[src/rtl/e_contract.sv]
// Inverse DES E-box: rebuilds the 32-bit half-block from a 48-bit expanded word, flags inconsistent edge bits.
// Results queue in a DEPTH-entry FIFO (1-cycle latency, no in->out comb path); in_ready drops only when full.
module e_contract #(
    parameter int DEPTH = 4,
    parameter int CNT_W = 16
) (
    input  logic             clk,
    input  logic             rst,
    input  logic             in_valid,
    output logic             in_ready,
    input  logic [0:47]      in_data,
    output logic             out_valid,
    input  logic             out_ready,
    output logic [0:31]      out_data,
    output logic             out_err,
    output logic [0:7]       out_mask,
    output logic [CNT_W-1:0] err_count,
    input  logic             cnt_clr
);

    localparam int AW = (DEPTH > 1) ? $clog2(DEPTH) : 1;
    localparam logic [AW:0] FULL_CNT = DEPTH[AW:0];

    logic [0:31]   d;
    logic [0:7]    mask;
    logic          err;
    logic          push;
    logic          pop;
    logic [AW-1:0] wr_ptr;
    logic [AW-1:0] rd_ptr;
    logic [AW:0]   count;

    logic [0:31]   data_mem [DEPTH];
    logic [0:7]    mask_mem [DEPTH];

    // Each group carries 4 data bits flanked by copies of its neighbours' edge data bits.
    for (genvar k = 0; k < 8; k++) begin : g_grp
        assign d[4*k +: 4] = in_data[6*k+1 +: 4];
        assign mask[k] = (in_data[6*k]   != in_data[6*((k+7)%8)+4]) |
                         (in_data[6*k+5] != in_data[6*((k+1)%8)+1]);
    end

    assign err       = |mask;
    assign in_ready  = (count != FULL_CNT);
    assign out_valid = (count != '0);
    assign push      = in_valid & in_ready;
    assign pop       = out_valid & out_ready;

    // Head is read straight from storage; gating with out_valid keeps stale entries invisible after reset.
    assign out_data = out_valid ? data_mem[rd_ptr] : '0;
    assign out_mask = out_valid ? mask_mem[rd_ptr] : '0;
    assign out_err  = |out_mask;

    always_ff @(posedge clk) begin
        if (push) begin
            data_mem[wr_ptr] <= d;
            mask_mem[wr_ptr] <= mask;
        end
    end

    always_ff @(posedge clk) begin
        if (rst) begin
            wr_ptr <= '0;
            rd_ptr <= '0;
            count  <= '0;
        end else begin
            if (push) wr_ptr <= wr_ptr + AW'(1);
            if (pop)  rd_ptr <= rd_ptr + AW'(1);
            case ({push, pop})
                2'b10:   count <= count + (AW+1)'(1);
                2'b01:   count <= count - (AW+1)'(1);
                default: count <= count;
            endcase
        end
    end

    always_ff @(posedge clk) begin
        if (rst || cnt_clr) begin
            err_count <= '0;
        end else if (push && err && (err_count != '1)) begin
            err_count <= err_count + CNT_W'(1);
        end
    end

endmodule

[config.mk]
export PLATFORM = sky130hd
export DESIGN_NAME = e_contract
export DESIGN_NICKNAME = d
export VERILOG_FILES = /design/src/rtl/e_contract.sv
export SDC_FILE = /design/constraint.sdc
export NUM_CORES = 1
export LEC_CHECK = 0
export ABC_AREA = 1
export BUFFER_PORTS_ARGS = -buffer_cell sky130_fd_sc_hd__buf_2
export CORE_MARGIN = 8
export CORE_UTILIZATION = 25
export CTS_CLUSTER_SIZE = 28
export DETAILED_ROUTE_END_ITERATION = 10
export HOLD_SLACK_MARGIN = 0.02
export SYNTH_ARGS = -nofsm -noshare
export SYNTH_HDL_FRONTEND = slang
export SYNTH_SLANG_ARGS = --single-unit
[constraint.sdc]
create_clock -name clk -period 4 [get_ports clk]
set_input_delay 1.2 -clock clk [delete_from_list [all_inputs] [get_ports clk]]
set_output_delay 1.2 -clock clk [all_outputs]
set_load 0.01 [all_outputs]
==> Yosys cells after proc, flatten, opt, wreduce, memory -nomap -nowiden <==
Memories as Yosys holds them, arrays and structs flattened. A register that Yosys moved wholly into a read port is not among the register bits.
Cells that the tools add are included.
{ "totals": {"wordCells": 57, "n_memories": 2, "out_inout_bits": 59, "mem_bits_rw": 160, "register_bits": 23} }
{ "classes": {"n_mux": 9, "n_bitwise": 10, "n_reduce_logical": 7, "n_eq_ne": 20, "addsub": 5} }
{ "memory_table": {"columns": ["memory", "words", "word_bits", "read_ports", "rd_clocked_by_memory_dff", "wr", "line", "source"], "rows": [
  ["data_mem", 4, 32, 1, 1, 1, "33", "logic [0:31] data_mem [DEPTH];"],
  ["mask_mem", 4, 8, 1, 1, 1, "34", "logic [0:7] mask_mem [DEPTH];"]
]} }
{ "ops": {"columns": ["op", "n"], "rows": [
  ["32-bit 2-to-1 mux", 1],
  ["16-bit by 1-bit adder with 16-bit output, second input constant", 1],
  ["1-bit != test", 16],
  ["16-bit != test, second input constant", 1],
  ["8-bit OR reduction", 2],
  ["2-bit 2-to-1 mux", 4],
  ["8-bit 2-to-1 mux", 1],
  ["1-bit bitwise OR", 8],
  ["3-bit one-hot mux with 2 select lines", 1],
  ["2-bit by 1-bit adder with 2-bit output, second input constant", 2],
  ["3-bit by 1-bit adder with 3-bit output, second input constant", 1],
  ["3-bit != test, second input constant", 1],
  ["3-bit nonzero test", 1],
  ["3-bit by 1-bit subtractor with 3-bit output, second input constant", 1],
  ["1-bit AND", 2],
  ["2-bit by 1-bit == test with 1-bit output, second input constant", 1],
  ["2-bit == test, second input constant", 1],
  ["1-bit logical AND", 2],
  ["1-bit 2-to-1 mux", 2],
  ["2-bit nonzero test", 1],
  ["1-bit logical OR", 1]
]} }

==> Longest topological paths before layout <==
Gate-level depths: netlist of run 1.
{ "logic_depth": {"ltp_word": 5, "mapped_depth": 12} }

==> Worst setup path after synthesis of run 1 <==
No wires, ideal clock.
{ "synth_path": {"kind": "input-to-reg", "from": "input port in_valid", "to": "memory data_mem[0][0] (netlist name) (enable)", "slack_ns": 0.565, "path_buffers": 0, "path_stages": 2, "t_arrival_ns": 2.998, "path_cell_list": "nand2_4 > nor2_1"} }
{ "synth_between": {"elab_chain_len": 3} }
{ "synth_rtl": {"columns": ["item", "line", "source"], "rows": [
  ["from (decl)", "9", "input logic in_valid,"],
  ["1-bit AND", "46", "assign push = in_valid & in_ready;"],
  ["1-bit 2-to-1 mux", "55", "if (push) begin"],
  ["1-bit 2-to-1 mux (not written as such)", "56", "data_mem[wr_ptr] <= d;"],
  ["to (decl)", "33", null]
]} }
Every way passes these cells.

==> results of run 1 <==
power by group through the flow:
stage | Combinational [uW] | Sequential, uW | Clock [uW]
5_1_grt | 1990 | 2380 | 1760
6_report | 1770 | 2360 | 1660
4_1_cts | 1840 | 2360 | 1700
2_1_floorplan | 1080 | 2390 | 0
3_3_place_gp | 1820 | 2400 | 0
3_5_place_dp | 1830 | 2410 | 0
cells in the final DEF, fill, tap and decap left out, types with 2 or more instances in the layout:
| cell | n |
|---|---|
| a211oi_1 | 2 |
| dfxtp_1 | 23 |
| nand2_4 | 3 |
| xor2_1 | 5 |
| a21oi_1 | 44 |
| inv_8 | 2 |
| nor3b_1 | 3 |
| nor2_2 | 14 |
| clkinv_8 | 7 |
| nand2_2 | 6 |
| dfxtp_2 | 2 |
| nor2_4 | 6 |
| inv_2 | 5 |
| clkinv_4 | 5 |
| nor3_1 | 2 |
| ha_1 | 6 |
| buf_4 | 13 |
| inv_6 | 2 |
| clkinv_1 | 2 |
| inv_1 | 82 |
| edfxtp_1 | 160 |
| nand3_1 | 13 |
| clkbuf_16 | 17 |
| o21ai_0 | 77 |
| nand4_1 | 12 |
| o21ai_1 | 5 |
| buf_2 | 111 |
| nand2_1 | 95 |
| nor2_1 | 205 |
cell type report:
type / instances / area, um2
fillers: 3331 / 22570
flip-flops and latches: 185 / 5308
multi-input cells: 507 / 2417
clock inverters: 15 / 181.4
inverters: 90 / 350.3
clock buffers: 17 / 425.4
well taps: 442 / 553.0
repair buffers: 124 / 653.1
worst min-delay path: cells and delay by family, from the launching register on:
kind | cells | cell delay (ns)
AO/OA/AOI/OAI | 1 | 0.05
AND/OR/NAND/NOR | 1 | 0.07
flip-flops | 1 | 0.35
state kept, by name, indices dropped and copies added, names as in the netlist, named ones only:
| name | count |
|---|---|
| err_count | 16 |
| data_mem | 128 |
| mask_mem | 32 |
| rd_ptr | 2 |
| count | 3 |
| wr_ptr | 2 |
logic make-up after synthesis:
kind of cell | after synthesis | share of synthesized area, %
buffers and inverters | 124 | 6.399
XOR/XNOR | 6 | 0.6399
flip-flops | 185 | 64.60
AND/OR/NAND/NOR | 364 | 19.17
adder cells (fa/ha/maj) | 7 | 1.158
AO/OA/AOI/OAI | 130 | 8.030
routing by layer:
layer  part of all wire (%)  vias up
met1                     45     2718
met4                   0.94        0
met3                    4.9       18
met2                     49      115
met5                      0        -
li1                       -     2913
worst max path at each step:
stage | endpoint | depth (start not counted) | slack [ns]
floorplan | data_mem[0][0] | 2 | 0.56
detailed placement | out_data[16] | 5 | 0.87
finish | out_data[24] | 5 | 0.43
global route | out_data[13] | 5 | 0.25
CTS | out_data[24] | 5 | 0.40
global placement | out_data[16] | 5 | 0.91
metrics by stage:
stage               power (uW)  instance area [um2]  hold slack [ns]
global route              6133                 9888           0.5569
floorplan                 3472                 8212           0.4789
CTS                       5897                 9888           0.5225
global placement          4220                 9281           0.5038
detailed placement        4237                 9281           0.5097
finish                    5787                 9888           0.5135
==> impl_metrics.tcl, run 1 <==
set metrics [dict create \
    status "finished, final reports clean" \
    reg2reg_slack_ns 1.93 \
    p_int_uw 3697 \
    grt_pass1_wl_um 30470 \
    synth_edf_count 160 \
    synth_nets 876 \
    p_comb_share_pct 30.5 \
    drt_iter0_drc 273 \
    power_frac_seq_pct 40.8 \
    ir_drop_v 0.0002512 \
    cp.arrival_ns 2.37 \
    skew_ns 0.01550 \
    grt_max_degree 44 \
    p_sw_share_pct 36.11 \
    wire_per_inst_um 14.28 \
    dp_slack_ns 0.8710 \
    rsz0062_at_grt "false" \
    ys_seq_area_share_pct 64.60 \
    yosysTopAreaCell "edfxtp_1" \
    synth-seq-cells 185 \
    reg2reg_depth 8 \
    io_buffers 111 \
    post-cts-setup-buffers 0 \
    r2r_start "count[2]" \
    place_inst 1348 \
    netlist_instances 816 \
    routed_wirelength_um 19710 \
    p_sw_uw 2090 \
    min_period_over_period_pct 89.26 \
    track_usage_pct 10.12 \
    yosys-top-cells-area "edfxtp_1 59%, nor2_1 9.6%, dfxtp_1 6.1%" \
    use_met2_pct 17.46 \
    grt_overflow 0 \
    hold_viol 0 \
    slew_viol_final 0 \
    min_from "wr_ptr[0]" \
    vias_per_cell 4.177 \
    drv_cap 0 \
    async_flop_share_pct 0 \
    crit_type "reg -> out" \
    ys_top_cells_by_count "209 x nor2_1, 160 x edfxtp_1, 95 x nand2_1" \
    clkLatencyLatePin_ns 0.43 \
    synth.most_common_cell "nor2_1" \
    cts_resized 0 \
    cts.sinks 185 \
    ctsHoldBuffers 0 \
    drt_pass1_iterations 4 \
    power_density_nw_per_um2 585.2 \
    setup_slack_ns 0.4295 \
    synth_top_area_share_pct 58.51 \
    die_h_um 197.2 \
    utilization_pct 30.47 \
    nets 985 \
    cp.required_ns 2.80 \
    yosys_warnings 0 \
    clkPwrFrac_pct 28.6 \
    areaGrowthSynthToFinish_pct 20.42 \
    endpoint_kind "output port" \
    setup_viol 0 \
    clk_transition_reported_paths_ns 0.08 \
    clk_path_buf_depth 2 \
    dieArea_um2 38900 \
    use_met3_pct 2.879 \
    syn_area_um2 8212 \
    drive_gt1_share_pct 21.11 \
    power_leakage_uw 0.003909 \
    crit_fanout 43 \
    worst_pin_slew_ns 0.6706 \
    setup_tns_ns 0 \
    cpPeakStageDelay_ns 0.49 \
    hold_end "wr_ptr[0]" \
    grt.met1_usage_pct 12.24 \
    crit_family "buffers and inverters" \
    busiest_layer "met2" \
    start_kind "register" \
    fmax_mhz 280.1 \
    cts_buffers 17 \
    dp_hpwl_um 12760 \
    gp_congestion 0.7552 \
    drc 0 \
    synth.avg_cell_area_um2 10.06 \
    ant_nets 0 \
    synth_cell_types 38 \
    crit_slowest_cell "inv_2" \
    timing.final.crit_period_ns 3.571 \
    clockRootBuffer "clkbuf_16" \
    coreArea_um2 32450 \
    worst-path-buf-inv 3 \
    rr_endpoint "count[1]" \
    start_util_pct 25.30 \
    num_vias 5764 \
    cts_max_level 4 \
    hold_path.class "reg -> reg" \
    final_cells 1380 \
    slew_headroom_pct 55.29 \
    fp.dieW_um 197.2 \
    cts_tree "done" \
    antenna_found_initial 0 \
    diodes 0 \
    grt_pass1_vias 5674 \
    path_cells "inv_2 -> buf_4 -> o21ai_0 -> a21oi_1 -> buf_2" \
    ys.flop_type "edfxtp_1" \
    rows 66 \
    holdPathStages 2 \
    ios 112 \
]
Note: power is estimated with default switching activity, not from simulation.
==> inputs of run 2 (changes only) <==
Settings changed: MAX_ROUTING_LAYER set to met4, PLACE_DENSITY set to 0.4.
==> run 2 against run 1 <==
  * Register-to-register slack gained 0.10 ns
  * Sequential share of layout area grew 0.18 points
  * Design area shrank 0.33%
  * Largest power group unchanged
  * Via count is essentially flat
  * Power grew 0.63%
  * Fmax shrank 0.44%
  * Combinational power is essentially flat
  * Count of clock-buffer cells in the layout is the same
  * Setup slack lost 0.016 ns
  * Die area is the same
  * Worst hold slack lost 0.0029 ns
  * Global-route usage grew 1.5 points
==> impl_metrics.tcl, run 2 (synthesized netlist as in run 1, its figures left out) <==
set metrics [dict create \
    largest_reg_flops 128 \
    worst_pin_slew_ns 0.8033 \
    wire_per_inst_um 15.64 \
    nets 984 \
    crit_type "reg -> out" \
    setup_tns_ns 0 \
    num_vias 5769 \
    drt_iter0_drc 339 \
    crit_fanout 44 \
    vias_per_cell 4.180 \
    drc 0 \
    slew_viol_final 0 \
    ctsHoldBuffers 0 \
    fp.dieW_um 197.2 \
    power_leakage_uw 0.003890 \
    cp.arrival_ns 2.39 \
    timing.final.crit_period_ns 3.586 \
    io_buffers 111 \
    post-cts-setup-buffers 0 \
    final_common_cell "nor2_1" \
    min_period_over_period_pct 89.66 \
    gp_congestion 0.7292 \
    grt_pass1_vias 5718 \
    drv_cap 0 \
    cts_buffers 17 \
    setup_viol 0 \
    top_regs "data_mem x128, mask_mem x32, err_count x16" \
    routed_wirelength_um 21580 \
    cts_tree "done" \
    fmax_mhz 278.8 \
    fillCellCount 3405 \
    clk_transition_reported_paths_ns 0.07 \
    grt_pass1_wl_um 33620 \
    cts.sinks 185 \
    start_kind "register" \
    endpoint_kind "output port" \
    hold_viol 0 \
    cts_max_level 4 \
    start_util_pct 25.30 \
    power_density_nw_per_um2 590.8 \
    clkLatencyLatePin_ns 0.42 \
    die_h_um 197.2 \
    grt_max_degree 45 \
    mostFrequentLayoutCells "205 x nor2_1, 160 x edfxtp_1, 111 x buf_2" \
    dp_hpwl_um 13530 \
    clk_path_buf_depth 2 \
    track_usage_pct 11.63 \
    regMostFlops "data_mem" \
    ir_drop_v 0.0002773 \
    antenna_found_initial 2 \
    ant_nets 0 \
    ios 112 \
    coreArea_um2 32450 \
    skew_ns 0.01270 \
    cts_resized 0 \
    drt_pass1_iterations 4 \
    clockRootBuffer "clkbuf_16" \
    areaGrowthSynthToFinish_pct 20.02 \
    cp.required_ns 2.80 \
    grt_overflow 0 \
    status "finished, final reports clean" \
    rows 66 \
    drive_gt1_share_pct 20.94 \
    utilization_pct 30.37 \
    slew_headroom_pct 46.39 \
    rsz0062_at_grt "false" \
    hold_path.class "reg -> reg" \
    dieArea_um2 38900 \
]
[run 2: area by class of cell]
cell class                 count  area (um2)  area share, %
clock inverter                14       151.4          1.536
timing repair buffer         123       645.6          6.551
multi-input combinational    507        2417          24.53
sequential                   185        5308          53.85
clock buffer                  17       425.4          4.316
inverter                      90       350.3          3.555
tap                          442       553.0          5.611
antenna                        2       5.005        0.05078
[run 2: through the flow]
step	worst slack [ns]	total power, uW	cells	cell area (um2)	hold slack, ns
finish	0.4136	5823	1380	9856	0.5106
floorplan	0.5646	3472	816	8212	0.4789
CTS	0.3284	5958	1378	9851	0.5171
global route	0.2015	6225	1380	9856	0.5506
detailed placement	0.8279	4268	1347	9274	0.5059
global placement	0.8262	4268	1347	9274	0.5017
[run 2: path summary, 6_finish.rpt]
check / cells past startpoint / end / startpoint / slack (ns)
min reg2reg: 2 / wr_ptr[0] / wr_ptr[0] / 0.51
min: 2 / wr_ptr[0] / wr_ptr[0] / 0.51
max: 7 / out_data[8] / register / 0.41
max reg2reg: 8 / count[1] / count[2] / 2.03
[run 2: critical path, cell delays in order, from the launching register on]
cell and delay (ns):
dfxtp_2 0.33, buf_4 0.36, buf_4 0.51, nor2_1 0.11, nor2_1 0.09, o21ai_0 0.09, a21oi_1 0.25, buf_2 0.18
[run 2: layer usage]
metal | vias to the layer above | wire [um] | global-route usage [%]
li1 | 2912 | - | -
met2 | 95 | 10400 | 18.59
met3 | 7 | 890 | 2.589
met1 | 2755 | 10150 | 14.98
met4 | 0 | 133 | 2.424
met5 | - | 0 | -
[run 2: report_power, final]
part | internal, uW | switching [uW]
clock | 884 | 789
combinational | 561 | 1240
sequential | 2290 | 61.5
total | 3730 | 2090
